## src/rtl/hazard_pkg.sv

```systemverilog
// Shared encodings for the forwarding/hazard unit: operand mux selects and
// load-use stall FSM states.
package hazard_pkg;

    // Operand mux select driven to the EX stage for each source port.
    localparam logic [1:0] FWD_RF    = 2'b00;  // value read from the register file
    localparam logic [1:0] FWD_EXMEM = 2'b10;  // ALU result sitting in EX/MEM
    localparam logic [1:0] FWD_MEMWB = 2'b01;  // writeback value sitting in MEM/WB

    // Width of the remaining-stall down-counter; holds up to LOAD_LAT-2 = 6.
    localparam int CNT_W = 3;

    // Load-use stall FSM.
    typedef enum logic {
        IDLE  = 1'b0,
        STALL = 1'b1
    } hazState_t;

endpackage

```

## src/rtl/fwd_port_sel.sv

```systemverilog
// Per-source-port comparator: picks the EX-stage operand mux select and flags
// a load-use collision between this ID-stage source and the load in EX.
module fwd_port_sel
    import hazard_pkg::*;
#(
    parameter int ADDR_W = 5
) (
    input  logic [ADDR_W-1:0] idExSrc,
    input  logic              exMemRegWrite,
    input  logic              exMemMemRead,
    input  logic [ADDR_W-1:0] exMemRd,
    input  logic              memWbRegWrite,
    input  logic [ADDR_W-1:0] memWbRd,
    input  logic [ADDR_W-1:0] ifIdSrc,
    input  logic              ifIdSrcValid,
    input  logic [ADDR_W-1:0] idExRd,
    output logic [1:0]        fwdSel,
    output logic              loadUseHit
);

    logic exMemHit;
    logic memWbHit;

    // A load in EX/MEM has no data yet, so it never forwards from there;
    // register 0 is hardwired and never forwarded from either stage.
    assign exMemHit = exMemRegWrite && !exMemMemRead &&
                      (exMemRd != '0) && (exMemRd == idExSrc);
    assign memWbHit = memWbRegWrite && (memWbRd != '0) && (memWbRd == idExSrc);

    // Youngest producer wins: EX/MEM is checked before MEM/WB.
    always_comb begin
        fwdSel = FWD_RF;
        if (exMemHit) begin
            fwdSel = FWD_EXMEM;
        end else if (memWbHit) begin
            fwdSel = FWD_MEMWB;
        end
    end

    // The register-0 and MemRead qualification is applied once at the top level.
    assign loadUseHit = ifIdSrcValid && (ifIdSrc == idExRd);

endmodule

```

## src/rtl/forward_hazard_unit.sv

```systemverilog
// Forwarding select generation for every EX-stage source operand plus the
// load-use stall controller (Stall/Bubble for LOAD_LAT cycles) with a
// saturating stall-cycle counter.
module forward_hazard_unit
    import hazard_pkg::*;
#(
    parameter int ADDR_W   = 5,
    parameter int NUM_SRC  = 2,
    parameter int LOAD_LAT = 1
) (
    input  logic                      clk,
    input  logic                      reset,
    input  logic                      flush,
    input  logic [NUM_SRC*ADDR_W-1:0] IF_ID_Src,
    input  logic [NUM_SRC-1:0]        IF_ID_SrcValid,
    input  logic [NUM_SRC*ADDR_W-1:0] ID_EX_Src,
    input  logic                      ID_EX_MemRead,
    input  logic [ADDR_W-1:0]         ID_EX_RegisterRd,
    input  logic                      EX_MEM_RegWrite,
    input  logic                      EX_MEM_MemRead,
    input  logic [ADDR_W-1:0]         EX_MEM_RegisterRd,
    input  logic                      MEM_WB_RegWrite,
    input  logic [ADDR_W-1:0]         MEM_WB_RegisterRd,
    output logic [2*NUM_SRC-1:0]      Forward,
    output logic                      Stall,
    output logic                      Bubble,
    output logic [15:0]               StallCount
);

    // The first stall cycle is issued from IDLE, so STALL covers the remaining
    // LOAD_LAT-1 cycles: counting down from LOAD_LAT-2 to 0 inclusive.
    localparam logic [CNT_W-1:0] CNT_INIT =
        (LOAD_LAT > 1) ? CNT_W'(LOAD_LAT - 2) : '0;

    logic [NUM_SRC-1:0] loadUseHit;
    logic               hazard;
    hazState_t          state;
    hazState_t          stateNext;
    logic [CNT_W-1:0]   cnt;
    logic [CNT_W-1:0]   cntNext;
    logic               stallInt;

    genvar gi;
    generate
        for (gi = 0; gi < NUM_SRC; gi++) begin : g_port
            fwd_port_sel #(
                .ADDR_W(ADDR_W)
            ) u_sel (
                .idExSrc      (ID_EX_Src[gi*ADDR_W +: ADDR_W]),
                .exMemRegWrite(EX_MEM_RegWrite),
                .exMemMemRead (EX_MEM_MemRead),
                .exMemRd      (EX_MEM_RegisterRd),
                .memWbRegWrite(MEM_WB_RegWrite),
                .memWbRd      (MEM_WB_RegisterRd),
                .ifIdSrc      (IF_ID_Src[gi*ADDR_W +: ADDR_W]),
                .ifIdSrcValid (IF_ID_SrcValid[gi]),
                .idExRd       (ID_EX_RegisterRd),
                .fwdSel       (Forward[2*gi +: 2]),
                .loadUseHit   (loadUseHit[gi])
            );
        end
    endgenerate

    assign hazard = ID_EX_MemRead && (ID_EX_RegisterRd != '0) && (|loadUseHit);

    // State and remaining-stall counter; reset aborts any stall in progress.
    always_ff @(posedge clk or negedge reset) begin
        if (!reset) begin
            state <= IDLE;
            cnt   <= '0;
        end else begin
            state <= stateNext;
            cnt   <= cntNext;
        end
    end

    // Next-state and stall decode; flush overrides everything.
    always_comb begin
        stateNext = state;
        cntNext   = cnt;
        stallInt  = 1'b0;
        case (state)
            IDLE: begin
                stallInt = hazard && !flush;
                if (hazard && !flush && (LOAD_LAT > 1)) begin
                    stateNext = STALL;
                    cntNext   = CNT_INIT;
                end
            end
            STALL: begin
                stallInt = !flush;
                if (flush) begin
                    stateNext = IDLE;
                    cntNext   = '0;
                end else if (cnt == '0) begin
                    stateNext = IDLE;
                end else begin
                    cntNext = cnt - 1'b1;
                end
            end
            default: begin
                stateNext = IDLE;
                cntNext   = '0;
            end
        endcase
    end

    assign Stall  = stallInt;
    assign Bubble = stallInt;

    // Stall-cycle statistic, sticks at all-ones instead of wrapping.
    always_ff @(posedge clk or negedge reset) begin
        if (!reset) begin
            StallCount <= '0;
        end else if (stallInt && (StallCount != 16'hFFFF)) begin
            StallCount <= StallCount + 16'd1;
        end
    end

endmodule

```

## config.mk

```make
export PLATFORM = sky130hd
export DESIGN_NAME = forward_hazard_unit
export DESIGN_NICKNAME = d
export VERILOG_FILES = /design/src/rtl/hazard_pkg.sv /design/src/rtl/fwd_port_sel.sv /design/src/rtl/forward_hazard_unit.sv
export SDC_FILE = /design/constraint.sdc
export NUM_CORES = 1
export LEC_CHECK = 0
export ABC_AREA = 1
export BUFFER_PORTS_ARGS = -buffer_cell sky130_fd_sc_hd__buf_2
export CAP_MARGIN = 30
export CORE_MARGIN = 3
export CORE_UTILIZATION = 55
export CTS_CLUSTER_SIZE = 14
export DETAILED_ROUTE_END_ITERATION = 7
export PLACE_DENSITY_LB_ADDON = 0.1
export SYNTH_ARGS = -nofsm -noshare
export SYNTH_HDL_FRONTEND = slang
export SYNTH_HIERARCHICAL = 1
export SYNTH_SLANG_ARGS = --single-unit
```

## constraint.sdc

```tcl
create_clock -name clk -period 4.1 [get_ports clk]
set_input_delay 0.82 -clock clk [delete_from_list [all_inputs] [get_ports clk]]
set_output_delay 0.82 -clock clk [all_outputs]
set_load 0.01 [all_outputs]
```

==> results.md <==
| Metric | Value |
|:---|:---|
| Pre-Repair DR Iteration Count | 4 |
| Req. time, crit path | 3.28 ns |
| PostCTS Resize Cnt | 0 |
| Filler Cell Count | 326 |
| Number of clock sinks | 20 |
| Starting Density | 60.2% |
| Final hold violation count | 0 |
| Synthesized Nets | 387 |
| Number of nets at the end of the flow | 450 |
| Number of library cell types mapped by synthesis | 22 |
| Slew headroom | 70.6% |
| Smallest hold slack | 0.423 ns |
| Die Height | 65.0 um |
| Total number of vias | 2161 |
| Tcrit/Tclk final | 66.4% |
| Longest Clk Path Bufs | 2 |
| Post-layout utilization of the core | 71.8% |
| Cell at the root of the clock tree | sky130_fd_sc_hd__clkbuf_4 |
| Post-layout instance count excluding filler cells | 446 |
| Multi-input logic area | 1120 sq um |
| Core area | 3180 sq um |
| Worst slew pin tran | 0.441 ns |
| Ant diodes | 0 |
| Sum of internal, switching and leakage power | 0.484 mW |
| Largest voltage drop on the vdd net | 0.216 mV |
| DRT Wirelength | 4.49 mm |
| Crit end category | output pin |
| Placed insts | 442 |
| Post-Synthesis Cells | 340 |
| Worst-path clk slew | 0.12 ns |
| First-pass GRT wire length | 7.53 mm |
| Post-route DRC violation count | 0 |
| Via density | 4.85 |
| Layout Area Growth over Synthesis | 19.3% |
| Cell occurring most often along the worst timing path | sky130_fd_sc_hd__nand2_1 |
| Count of hold buffers inserted by post-cts repair | 0 |
| Initial DRC count | 90 |
| Maximum number of pins on one net before global-route repair | 21 |
| Number of buffer and inverter instances along the worst setup path | 3 |
| Flip-flop cell with the highest count after synthesis | sky130_fd_sc_hd__dfrtp_1 |
| Antenna violations before repair | 0 |
| Post-synthesis instance area | 1910 sq um |
| EDFF count, synth | 0 |
| Achievable frequency | 368 MHz |
| Number of levels the H-tree was split into | 1 |
| Post-route setup TNS | 0 ns |
| Static leakage | 1.42 nW |
| Number of buffers added on ports | 65 |
| TritonCTS clock tree | done |
| Slowest cell delay on critical path | 0.27 ns |
| Remaining global-route overflow | 0 |
| Shortest period the worst path allows | 2.72 ns |
| Slew Viols, Final | 0 |
| Detailed placement HPWL | 3.52 mm |
| Unrepaired setup endpoints after global routing | no |
| Die Span X | 65.0 um |
| Area of the die | 4220 sq um |
| Total number of yosys warnings | 6 |
| Detail-routed net length per standard cell | 10.1 um |
| Antenna violation net count after detailed routing | 0 |
| Cell area reported after detailed placement | 2230 sq um |
| Clock Skews | 0.00372 ns |
| Cells along the critical path | buf_2 -> inv_1 -> nand2_1 -> nand2_1 -> nor4_1 -> nor2_1 -> nor2_1 -> nand2_1 -> nand2_1 -> buf_2 |
| Flop and latch count out of synthesis | 20 |
| Classification of the worst setup path | in2out |
| Most frequent standard cell in the layout excluding fill and tap cells | sky130_fd_sc_hd__nand2_1 |
| Count of maximum capacitance violations | 0 |
| Fraction of layout cells with a size suffix above 1 | 18.9% |
| Top-level I/O count | 66 |
| Number of buffers created by CTS | 3 |
| Startpoint kind of the worst setup timing path | input port |
| Register area share after synthesis | 26.2% |
| Cell with the biggest individual delay on the critical path | sky130_fd_sc_hd__nor4_1 |
| Run status | finished clean |
| Most frequent cells in the layout | sky130_fd_sc_hd__nand2_1, sky130_fd_sc_hd__buf_2, sky130_fd_sc_hd__inv_1 |
| Arrival time of the worst setup path | 1.90 ns |
| Count of endpoints failing setup in the final report | 0 |
| Path category of the worst min-delay check | in2async |
| Largest driver fanout on the critical path | 5 |
| Total non-filler cell area in the finished layout | 2280 sq um |
| Average cell area after synthesis | 5.63 sq um |
| Pre-CTS worst setup slack | 1.37 ns |
| GRT Util Overall | 22.1% |
| Row cnt | 20 |
| Fraction of registers with async set or reset after synthesis | 100% |
| Power per cell area | 212 nW/um^2 |
| Post-CTS setup buffer count | 0 |
| GP Congestion | 0.907 |
| Fin worst setup slack | 1.38 ns |
| Top Family by Delay on Critical Path | simple AND/OR/NAND/NOR gates |
| Latest clock arrival within the worst-skew pair | 0.32 ns |
| Vias in the first global route | 1802 |
| Combined flip-flop and latch cell area | 500 sq um |
final cells by class:
cell class                      instances  share of cell area (%)
Inverter                               62                    10.2
Timing Repair Buffer                   65                    14.3
Clock inverter                          1                    1.32
Tap cell                               44                    2.41
Multi-Input combinational cell        251                    48.9
Sequential cell                        20                    21.9
Clock buffer                            3                   0.987
per-layer routing:
metal,share of wire [%],GRT usage [%]
met5,0,0
met4,2.2,9.76
met3,7.5,2.95
met2,46,37.0
met1,44,28.2
Yosys cell counts, types with 2 or more instances:
library cell,number,area share (%)
sky130_fd_sc_hd__nand2_1,153,30
sky130_fd_sc_hd__inv_1,60,12
sky130_fd_sc_hd__nor2_1,35,6.9
sky130_fd_sc_hd__dfrtp_1,20,26
sky130_fd_sc_hd__nand3_1,15,3.9
sky130_fd_sc_hd__o21ai_0,11,2.9
sky130_fd_sc_hd__xnor2_1,11,5.0
sky130_fd_sc_hd__nand4_1,9,2.9
sky130_fd_sc_hd__a21oi_1,4,1.0
sky130_fd_sc_hd__buf_4,3,1.2
sky130_fd_sc_hd__ha_1,3,2.0
sky130_fd_sc_hd__nor2_2,3,0.98
sky130_fd_sc_hd__buf_2,2,0.52
sky130_fd_sc_hd__inv_2,2,0.39
sky130_fd_sc_hd__nor4_1,2,0.65
cell families (layout without fill, tap and decap cells):
| group | count (synthesis) | count (layout) | share of synthesized area [%] |
|---|---|---|---|
| xor+xnor | 12 | 12 | 5.49 |
| compound gates | 16 | 16 | 4.25 |
| fa+ha+maj | 3 | 3 | 1.96 |
| flops | 20 | 20 | 26.2 |
| buf+inv | 69 | 131 | 15.5 |
| simple gates | 220 | 220 | 46.6 |
worst paths after layout:
path | startpoint | to | slack (ns) | depth (start not counted)
min | reset | StallCount[9] | 0.42 | 1
max reg2reg | StallCount[0] | StallCount[12] | 2.07 | 8
min reg2reg | cnt[0] | cnt[0] | 0.51 | 1
min in group clk | cnt[0] | cnt[0] | 0.51 | 1
max in group asynchronous | reset | state | 3.37 | 1
max | ID_EX_RegisterRd[1] | Bubble | 1.38 | 10
sequential cells by signal, summed over array words and instances, names as in the netlist:
signal,count
state,1
StallCount,16
cnt,3
power breakdown:
part           switching, mW  leakage [nW]  internal [mW]
Combinational         0.0609          1.12         0.0445
Sequential           0.00944         0.273          0.203
Clock                 0.0668        0.0279         0.0990
Total                  0.137          1.42          0.347
(Power assumes the default switching activity.)
